===== src/rtl/zorg_pkg.sv =====
// Shared widths, types and slicing helper for the shape-pattern guessing game.
package zorg_pkg;

   localparam int unsigned SHAPE_W   = 3;
   localparam int unsigned NUM_POS   = 4;
   localparam int unsigned PATTERN_W = 12;
   localparam int unsigned NUM_CODES = 8;

   typedef logic [SHAPE_W-1:0]   shape_t;
   typedef logic [3:0]           score_t;
   typedef logic [PATTERN_W-1:0] pattern_t;

   // Position 0 occupies the least-significant shape field.
   function automatic shape_t get_shape(input pattern_t pat, input int unsigned p);
      return pat[p*SHAPE_W +: SHAPE_W];
   endfunction

endpackage


===== src/rtl/check_for_zood_if.sv =====
// Score-request bus between guess entry (master) and the scorer (slave).
interface check_for_zood_if;
   import zorg_pkg::*;

   logic     check;
   pattern_t masterPattern;
   pattern_t guess;
   score_t   Znarly;
   score_t   Zood;
   logic     scoreValid;

   modport master (
      output check, masterPattern, guess,
      input  Znarly, Zood, scoreValid
   );

   modport slave (
      input  check, masterPattern, guess,
      output Znarly, Zood, scoreValid
   );

endinterface


===== src/rtl/check_for_znarly.sv =====
// Combinational exact-match count; also used standalone for game-over (Znarly == 4).
module check_for_znarly
   import zorg_pkg::*;
(
   input  pattern_t masterPattern,
   input  pattern_t guess,
   output score_t   Znarly
);

   logic [2:0] cnt;

   always_comb begin
      cnt = '0;
      for (int unsigned p = 0; p < NUM_POS; p++) begin
         if (get_shape(masterPattern, p) == get_shape(guess, p)) begin
            cnt = cnt + 3'd1;
         end
      end
   end

   assign Znarly = {1'b0, cnt};

endmodule


===== src/rtl/check_for_zood.sv =====
// Guess scorer: registers exact (Znarly) and misplaced (Zood) match counts on a check strobe.
module check_for_zood
   import zorg_pkg::*;
(
   input logic             clock,
   input logic             reset_L,
   check_for_zood_if.slave bus
);

   score_t     znarly_d;
   score_t     zood_d;
   logic [2:0] total;
   logic [2:0] m_cnt [NUM_CODES];
   logic [2:0] g_cnt [NUM_CODES];

   score_t znarly_q, zood_q;
   logic   valid_q;

   check_for_znarly u_znarly (
      .masterPattern (bus.masterPattern),
      .guess         (bus.guess),
      .Znarly        (znarly_d)
   );

   always_comb begin
      for (int unsigned c = 0; c < NUM_CODES; c++) begin
         m_cnt[c] = '0;
         g_cnt[c] = '0;
         for (int unsigned p = 0; p < NUM_POS; p++) begin
            if (get_shape(bus.masterPattern, p) == shape_t'(c)) m_cnt[c] = m_cnt[c] + 3'd1;
            if (get_shape(bus.guess, p) == shape_t'(c))         g_cnt[c] = g_cnt[c] + 3'd1;
         end
      end
   end

   // Each shape instance matches at most once: sum of per-code minimums.
   always_comb begin
      total = '0;
      for (int unsigned c = 0; c < NUM_CODES; c++) begin
         total = total + ((m_cnt[c] < g_cnt[c]) ? m_cnt[c] : g_cnt[c]);
      end
   end

   // Exact matches are a subset of total matches, so this never underflows.
   assign zood_d = {1'b0, total} - znarly_d;

   always_ff @(posedge clock or negedge reset_L) begin
      if (!reset_L) begin
         znarly_q <= '0;
         zood_q   <= '0;
         valid_q  <= 1'b0;
      end else begin
         valid_q <= bus.check;
         if (bus.check) begin
            znarly_q <= znarly_d;
            zood_q   <= zood_d;
         end
      end
   end

   assign bus.Znarly     = znarly_q;
   assign bus.Zood       = zood_q;
   assign bus.scoreValid = valid_q;

endmodule


===== src/flat_wrapper.sv =====
// flat-port wrapper written by rule: the top's interface ports become plain ports
module check_for_zood_flat import zorg_pkg::*;
  (clock, reset_L, bus_check, bus_masterPattern, bus_guess, bus_Znarly, bus_Zood, bus_scoreValid);
  check_for_zood_if bus_i ();
  input logic clock;
  input logic reset_L;
  input wire logic [$bits(bus_i.check)-1:0] bus_check;
  input wire logic [$bits(bus_i.masterPattern)-1:0] bus_masterPattern;
  input wire logic [$bits(bus_i.guess)-1:0] bus_guess;
  output wire logic [$bits(bus_i.Znarly)-1:0] bus_Znarly;
  output wire logic [$bits(bus_i.Zood)-1:0] bus_Zood;
  output wire logic [$bits(bus_i.scoreValid)-1:0] bus_scoreValid;
  assign bus_i.check = bus_check;
  assign bus_i.masterPattern = bus_masterPattern;
  assign bus_i.guess = bus_guess;
  assign bus_Znarly = bus_i.Znarly;
  assign bus_Zood = bus_i.Zood;
  assign bus_scoreValid = bus_i.scoreValid;
  check_for_zood u_core (.clock(clock), .reset_L(reset_L), .bus(bus_i));
endmodule

===== config.mk =====
export PLATFORM = sky130hd
export DESIGN_NAME = check_for_zood_flat
export DESIGN_NICKNAME = d
export VERILOG_FILES = /design/src/rtl/zorg_pkg.sv /design/src/rtl/check_for_zood_if.sv /design/src/rtl/check_for_znarly.sv /design/src/rtl/check_for_zood.sv /design/src/flat_wrapper.sv
export SDC_FILE = /design/constraint.sdc
export NUM_CORES = 1
export LEC_CHECK = 0
export CAP_MARGIN = 40
export CORE_MARGIN = 1.5
export CORE_UTILIZATION = 40
export CTS_BUF_LIST = sky130_fd_sc_hd__clkbuf_16
export DETAILED_ROUTE_END_ITERATION = 12
export GPL_TIMING_DRIVEN = 0
export PLACE_DENSITY = 0.68
export SYNTH_ARGS = -nofsm -noshare
export SYNTH_HDL_FRONTEND = slang
export SYNTH_HIERARCHICAL = 1
export SYNTH_SLANG_ARGS = --single-unit

===== constraint.sdc =====
create_clock -name clock -period 1 [get_ports clock]
set_input_delay 0.1 -clock clock [delete_from_list [all_inputs] [get_ports clock]]
set_output_delay 0.1 -clock clock [all_outputs]
set_load 0.01 [all_outputs]

==> results.txt <==
The depth of the worst register-to-register path came out at 1. The maximum fanout along the worst path came out at 9. At the pin with the least slew margin, the transition time is ~0.55 ns. The cell area after technology mapping came out at around 0.0044 mm^2.

The run finished, with violations left. Counting every net in the synthesized netlist gives around 660. The kind of cell with the highest combined delay along the critical path is adder cells.

After detailed routing, the average wire length per cell comes to about 16 um. The critical path is of the primary input to flip-flop type. For this run, the top clock speed supported by timing is between 0.15 and 0.2 GHz. The count of buffers from port buffering came out at 35. The largest net degree at the start of global routing came out at 11. The total power per unit cell area came out at approximately 1000 mW/mm^2. Of the cells placed in the final design, the portion with a size suffix greater than 1 is about two fifths. The hold-fix buffer count after cts came out at 0. The worst-case headroom to the max-slew limit came out at a little over 60%. The count of nets after finishing is 750. The async set or reset register ratio after synthesis came out at 100%. The cell count after placement came out at about 710. The first global-routing pass estimated roughly 19 mm of wire. The number of clock sinks seen by CTS came out at 9. Of all cell types, the one taking the most synthesized area is ha_1. The top-level I/O count is 36. The area after detailed placement is approximately 0.0052 mm^2. Clock-pin slew was measured on the worst setup and hold paths at ~0.040 ns. The longest clock path from root to sink contains 2 buffers. Setup repair after global routing could not meet its margin everywhere. The total number of vias came out at between 4k and 5k. By count the netlist is led by ha_1 (80), inv_1 (78), nor2_1 (45), xnor2_1 (41), nand2_1 (39). The worst hold path belongs to the class primary input to async pin. In this run the critical register-to-register path is captured at u_core/bus.Zood[2]. The total global routing overflow is 0. The final period demand of the worst path came out at approximately 5.5 ns. The non-filler instance count after layout came out at between 700 and 800.

The final number of setup-violating endpoints is 8. Across every metal layer, demand over resource in global routing totals about a fifth. The clock latency of the later-clocked register in the worst-skew pair is around 0.23 ns. Among all flip-flop cells after synthesis, the most frequent one is dfrtp_1. The area enclosed by the die boundary came out at about 0.012 mm^2. Traced cell by cell, the critical path runs through clkdlybuf4s50_1 -> buf_2 -> and3b_1 -> mux2_2 -> ha_1 -> inv_1 -> o21bai_2 -> a211oi_2 -> a21oi_1 -> fa_1 -> inv_2 -> fa_1 -> fa_1 -> fa_2 -> xor2_1 -> xnor2_1 -> xnor2_1 -> xnor2_1 -> ha_1 -> xnor2_1 -> mux2_4.

The highest cell delay on the worst timing path is 0.56 ns. Row generation in the floorplan step produced 38 rows. In this run the clock root is driven by a clkbuf_16. The HPWL reported at the end of detailed placement came out at a little over 9 mm. The via count of the first global-routing pass came out at a little over 4k. The Yosys warning count came out at 6. The final worst-path cycle share is 553%. The area of the placeable core came out at ~0.011 mm^2.

The slowest stage cell on the critical path is fa_1. The worst clock skew is 0 ns. The worst slack at placement is -5.58 ns. The DRC marker count from the first detailed-route iteration is about 250.

The number of distinct library cells after synthesis came out at 63. The post-synthesis sequential element count came out at 9. STA classifies the critical path endpoint as a flip-flop.

The residual antenna-violating net count after detailed routing is 0. The share of synthesized area occupied by flip-flops and latches is 5.11%. Among all cell types in the netlist, the one instantiated most often is ha_1. The number of H-tree levels came out at 1. The arrival time of data at the critical path endpoint is between 5 and 6 ns. The starting density of the core is between 40% and 50%. The worst-case setup margin in the final layout is -4.53 ns. For this run, design rule violations remaining after detail routing come to 0. The x dimension of the die is about 110 um. The startpoint identified for the worst register-to-register timing path is u_core/bus.Zood[2]. Ranked by total cell area, the synthesized netlist is headed by ha_1 (23%), xnor2_1 (8.1%), inv_1 (6.6%).

The final estimated routing congestion in global placement is just under 0.9. Data on the critical path is required at its endpoint by 1.12 ns. TritonCTS built the clock tree. The worst register-to-register path has a setup slack of around 0.21 ns. The vertical die dimension is approximately 110 um. The library cell appearing most often on the critical path is xnor2_1.

The synthesis-to-finish area growth came out at 43.5%. The number of synthesized flops with an enable pin came out at 0. The post-detailed-route via-to-cell ratio is around 5.3.

Each instance of the synthesized netlist takes up on average just over 8 um^2. The number of instances in the synthesized netlist came out at 539. The final-report hold violation count came out at 0. Wires add up to about 13 mm. The total non-filler cell area in the finished layout is roughly 0.0063 mm^2. The static leakage came out at between 2 and 3 nW. Across the VDD grid, the largest voltage drop is ~1.4 mV. The critical path contains buffers and inverters numbering 4 combined. The final max-slew violation count is 0. The total CTS buffers came out at 3.

The core occupancy in the finished layout came out at about three fifths. The count of inserted antenna diode cells is 0. The share of the synthesized area in the top cell type came out at between 20% and 30%. The final reports fail on setup timing. The first-pass detailed-route iteration total came out at 4. The count of max-cap constraint violations is 0. The hold slack is between 0.15 and 0.2 ns. The startpoint class of the critical path is a primary input.

The initial antenna violation count came out at 0.
[routing by layer]
layer	share of wire, %	wire length [um]	vias to the layer above	global-route usage, %
met3	3.4	422	19	0.784
met5	0	0	-	0
met1	39	4850	1967	23.5
met2	56	7030	88	42.1
met4	1.6	200	0	5.83
li1	-	-	1987	-
[cell usage in the layout, fill, tap and decap left out, types with 5 or more instances in the layout]
| cell | instances |
|---|---|
| inv_1 | 67 |
| ha_1 | 54 |
| buf_4 | 53 |
| nor2_1 | 37 |
| nand2_1 | 36 |
| xnor2_1 | 33 |
| xor2_1 | 20 |
| ha_4 | 19 |
| buf_6 | 17 |
| nand3_1 | 14 |
| nor3b_4 | 13 |
| a21oi_1 | 13 |
| nand3b_1 | 11 |
| inv_2 | 11 |
| o21ai_2 | 9 |
| dfrtp_1 | 9 |
| clkdlybuf4s50_1 | 8 |
| clkdlybuf4s15_1 | 8 |
| mux2i_1 | 8 |
| fa_1 | 8 |
| and3_1 | 7 |
| xnor2_2 | 7 |
| nor2_2 | 7 |
| mux2_4 | 7 |
| ha_2 | 7 |
| buf_2 | 6 |
| xor2_4 | 6 |
| o21ai_0 | 6 |
| xnor3_1 | 6 |
| nor3_1 | 6 |
| mux2_2 | 6 |
| buf_12 | 5 |
| nor3b_2 | 5 |
| a21oi_2 | 5 |
| a21o_1 | 5 |
[stage by stage]
stage / power [mW] / TNS (ns)
global route: 6.89 / -18.64
finish: 6.36 / -17.76
floorplan: 3.76 / -16.44
CTS: 6.09 / -18.11
global placement: 4.70 / -24.19
detailed placement: 4.92 / -25.00
[how the worst max path moves through the flow]
stage,startpoint,to,depth (start not counted)
6_report,bus_masterPattern[10],u_core/bus.Zood[2],21
5_1_grt,bus_masterPattern[11],u_core/bus.Zood[2],21
4_1_cts,bus_masterPattern[5],u_core/bus.Zood[2],23
3_5_place_dp,bus_guess[1],u_core/bus.Zood[2],24
3_3_place_gp,bus_guess[2],u_core/bus.Zood[2],24
2_1_floorplan,bus_masterPattern[3],u_core/bus.Zood[2],23
[repair_timing]
action | 4_1_cts | 5_1_grt
endpoints found under the hold margin | 0 | 0
gates resized for setup | 173 | 97
setup buffers | 31 | 23
cloned | 1 | 0
endpoints found under the setup margin | 17 | 14
pin swaps | 40 | 52
[state kept, by name, indices dropped and copies added (netlist names)]
| signal | count |
|---|---|
| u_core/bus.scoreValid | 1 |
| u_core/bus.Zood | 4 |
| u_core/bus.Znarly | 4 |
[cell type report]
cell class / count / area, um^2
repair buffers: 90 / 821
multi-input cells: 438 / 4580
well taps: 140 / 175
plain buffers: 14 / 149
inverters: 78 / 293
fillers: 937 / 4470
clock inverters: 1 / 5.00
clock buffers: 3 / 75.1
flip-flops and latches: 9 / 225
[power breakdown]
group / total [mW] / switching (mW) / internal, mW
registers: 0.558 / 0.0635 / 0.495
clock network: 0.709 / 0.181 / 0.527
logic: 5.09 / 2.47 / 2.62
[kinds of logic after synthesis]
family / share of synthesized area, %
compound gates: 8.80
xor+xnor: 18.8
fa+ha+maj: 26.8
buf+inv: 9.23
flops: 5.11
mux: 6.50
other cells: 0.0851
simple gates: 24.6
(Power assumes the default switching activity.)
==> RTL change, RTL diff (same settings) <==
`SHAPE_W`: 3 -> 6.
--- a/src/rtl/zorg_pkg.sv
+++ b/src/rtl/zorg_pkg.sv
@@ -1,7 +1,7 @@
 // Shared widths, types and slicing helper for the shape-pattern guessing game.
 package zorg_pkg;
 
-   localparam int unsigned SHAPE_W   = 3;
+   localparam int unsigned SHAPE_W   = 6;
    localparam int unsigned NUM_POS   = 4;
    localparam int unsigned PATTERN_W = 12;
    localparam int unsigned NUM_CODES = 8;
Formal check against the unedited RTL: not equivalent (a bounded check fails within 4 cycles, from zero or initial values and one cycle with reset_L low).
==> RTL change against the unedited design <==
Routed wire length shrank 69%. Count of clock-buffer cells in the layout is the same. Sequential power shrank 28%. Maximum frequency grew 17%. Setup slack gained 0.81 ns. Sequential cell count is the same. Largest cell class unchanged. Clock power shrank 2%. Total power shrank 76%. Critical path depth grew 3. The run still ends with setup timing left. Register-to-register slack gained 0.04 ns. Critical path type unchanged. Utilization grew 4.5 points. Design area shrank 60%. Synthesized area shrank 62%.
==> RTL change: results (changes against the unedited design) <==
stage,metric,value,unit,change
cells_and_area,clock-cell share of area,3.10,%,was 1.27%
global_route,met1 global-route usage,23.0,%,was 23.5%
setup_path,arrival time worst endpoint,4.88,ns,was 5.65 ns
drt,metal2 WL,1880,um,was 7030 um
global_route,vias in the first global route,1469,,was 4124
cells_and_area,Non-clock inverters,27,,was 78
clock_network,# resized after CTS,141,,was 173
synthesis,Synth area leaders,"ha_1 (28%), dfrtp_1 (13%), fa_1 (12%)",,"was ha_1 (23%), xnor2_1 (8.1%), inv_1 (6.6%)"
cells_and_area,Non-CTS buffers,55,,was 104
synthesis,average cell area after synthesis,8.57,sq um,was 8.18 sq um
placement,Detail Placement HPWL,2990,um,was 9170 um
cells_and_area,multi-input combinational area share,63.4,%,was 72.4%
placement,Placed Area,0.00218,sq mm,was 0.00520 sq mm
synthesis,Synth Area in XOR/XNOR,9.39,%,was 18.8%
cells_and_area,Non-clock buffer share,18.1,%,was 15.3%
floorplan,core area,0.00403,sq mm,was 0.0108 sq mm
synthesis,Post-synth top cells,"ha_1 (38), nor2_1 (34), inv_1 (27)",,"was ha_1 (80), inv_1 (78), nor2_1 (45)"
run_status,status,finished with violations,,unchanged
power_and_ir_drop,Switch Pwr,0.000401,W,was 0.00272 W
sta,Setup TNS,-13.55,ns,was -17.76 ns
placement,Setup WS pre-CTS,-4.41,ns,was -5.58 ns
synthesis,library cells used by synthesis,25,,was 63
global_route,met3 Use GR,4.00,%,was 0.784%
sta,Final setup violation count,6,,was 8
cells_and_area,share of cells above drive strength 1,42.7,%,was 38.5%
drt,DR iter-0 viols,45,,was 249
run_status,failing checks,setup timing,,unchanged
sta,worst setup margin,-3.72,ns,was -4.53 ns
drt,met3 wire len,224,um,was 422 um
global_route,total track usage,18.2,%,was 20.9%
cells_and_area,layout filler cell count,328,,was 937
min_path,worst hold path class,in -> reg,,was in -> async
setup_path,"Max FO, Critical Path",4,,was 9
synthesis,register area share after synthesis,13.4,%,was 5.11%
cells_and_area,Finished Layout Cells,303,,was 773
power_and_ir_drop,Static Leak,1.27,nW,was 2.87 nW
[RTL change: cell count changes after synthesis, sizes merged, moves of 17 or more]
cell,before,now
inv,78,27
ha,80,38
nand2,39,8
xnor2,42,13
xor2,29,5
a21oi,19,1
nor3b,18,0
o21ai,18,1
[RTL change: worst paths after layout]
path                       slack (ns)  depth (start not counted)                          endpoint                             start
max reg2reg                      0.25                          1  u_core/bus.Znarly[0]$_DFFE_PN0P_  u_core/bus.Znarly[0]$_DFFE_PN0P_
min reg2reg                      0.50                          1    u_core/bus.Zood[1]$_DFFE_PN0P_    u_core/bus.Zood[1]$_DFFE_PN0P_
min in group asynchronous        0.16                          1   u_core/bus.scoreValid$_DFF_PN0_                           reset_L
min                              0.05                          1   u_core/bus.scoreValid$_DFF_PN0_                         bus_check
max                             -3.72                         24    u_core/bus.Zood[2]$_DFFE_PN0P_                      bus_guess[2]
max in group asynchronous        0.56                          1    u_core/bus.Zood[2]$_DFFE_PN0P_                           reset_L
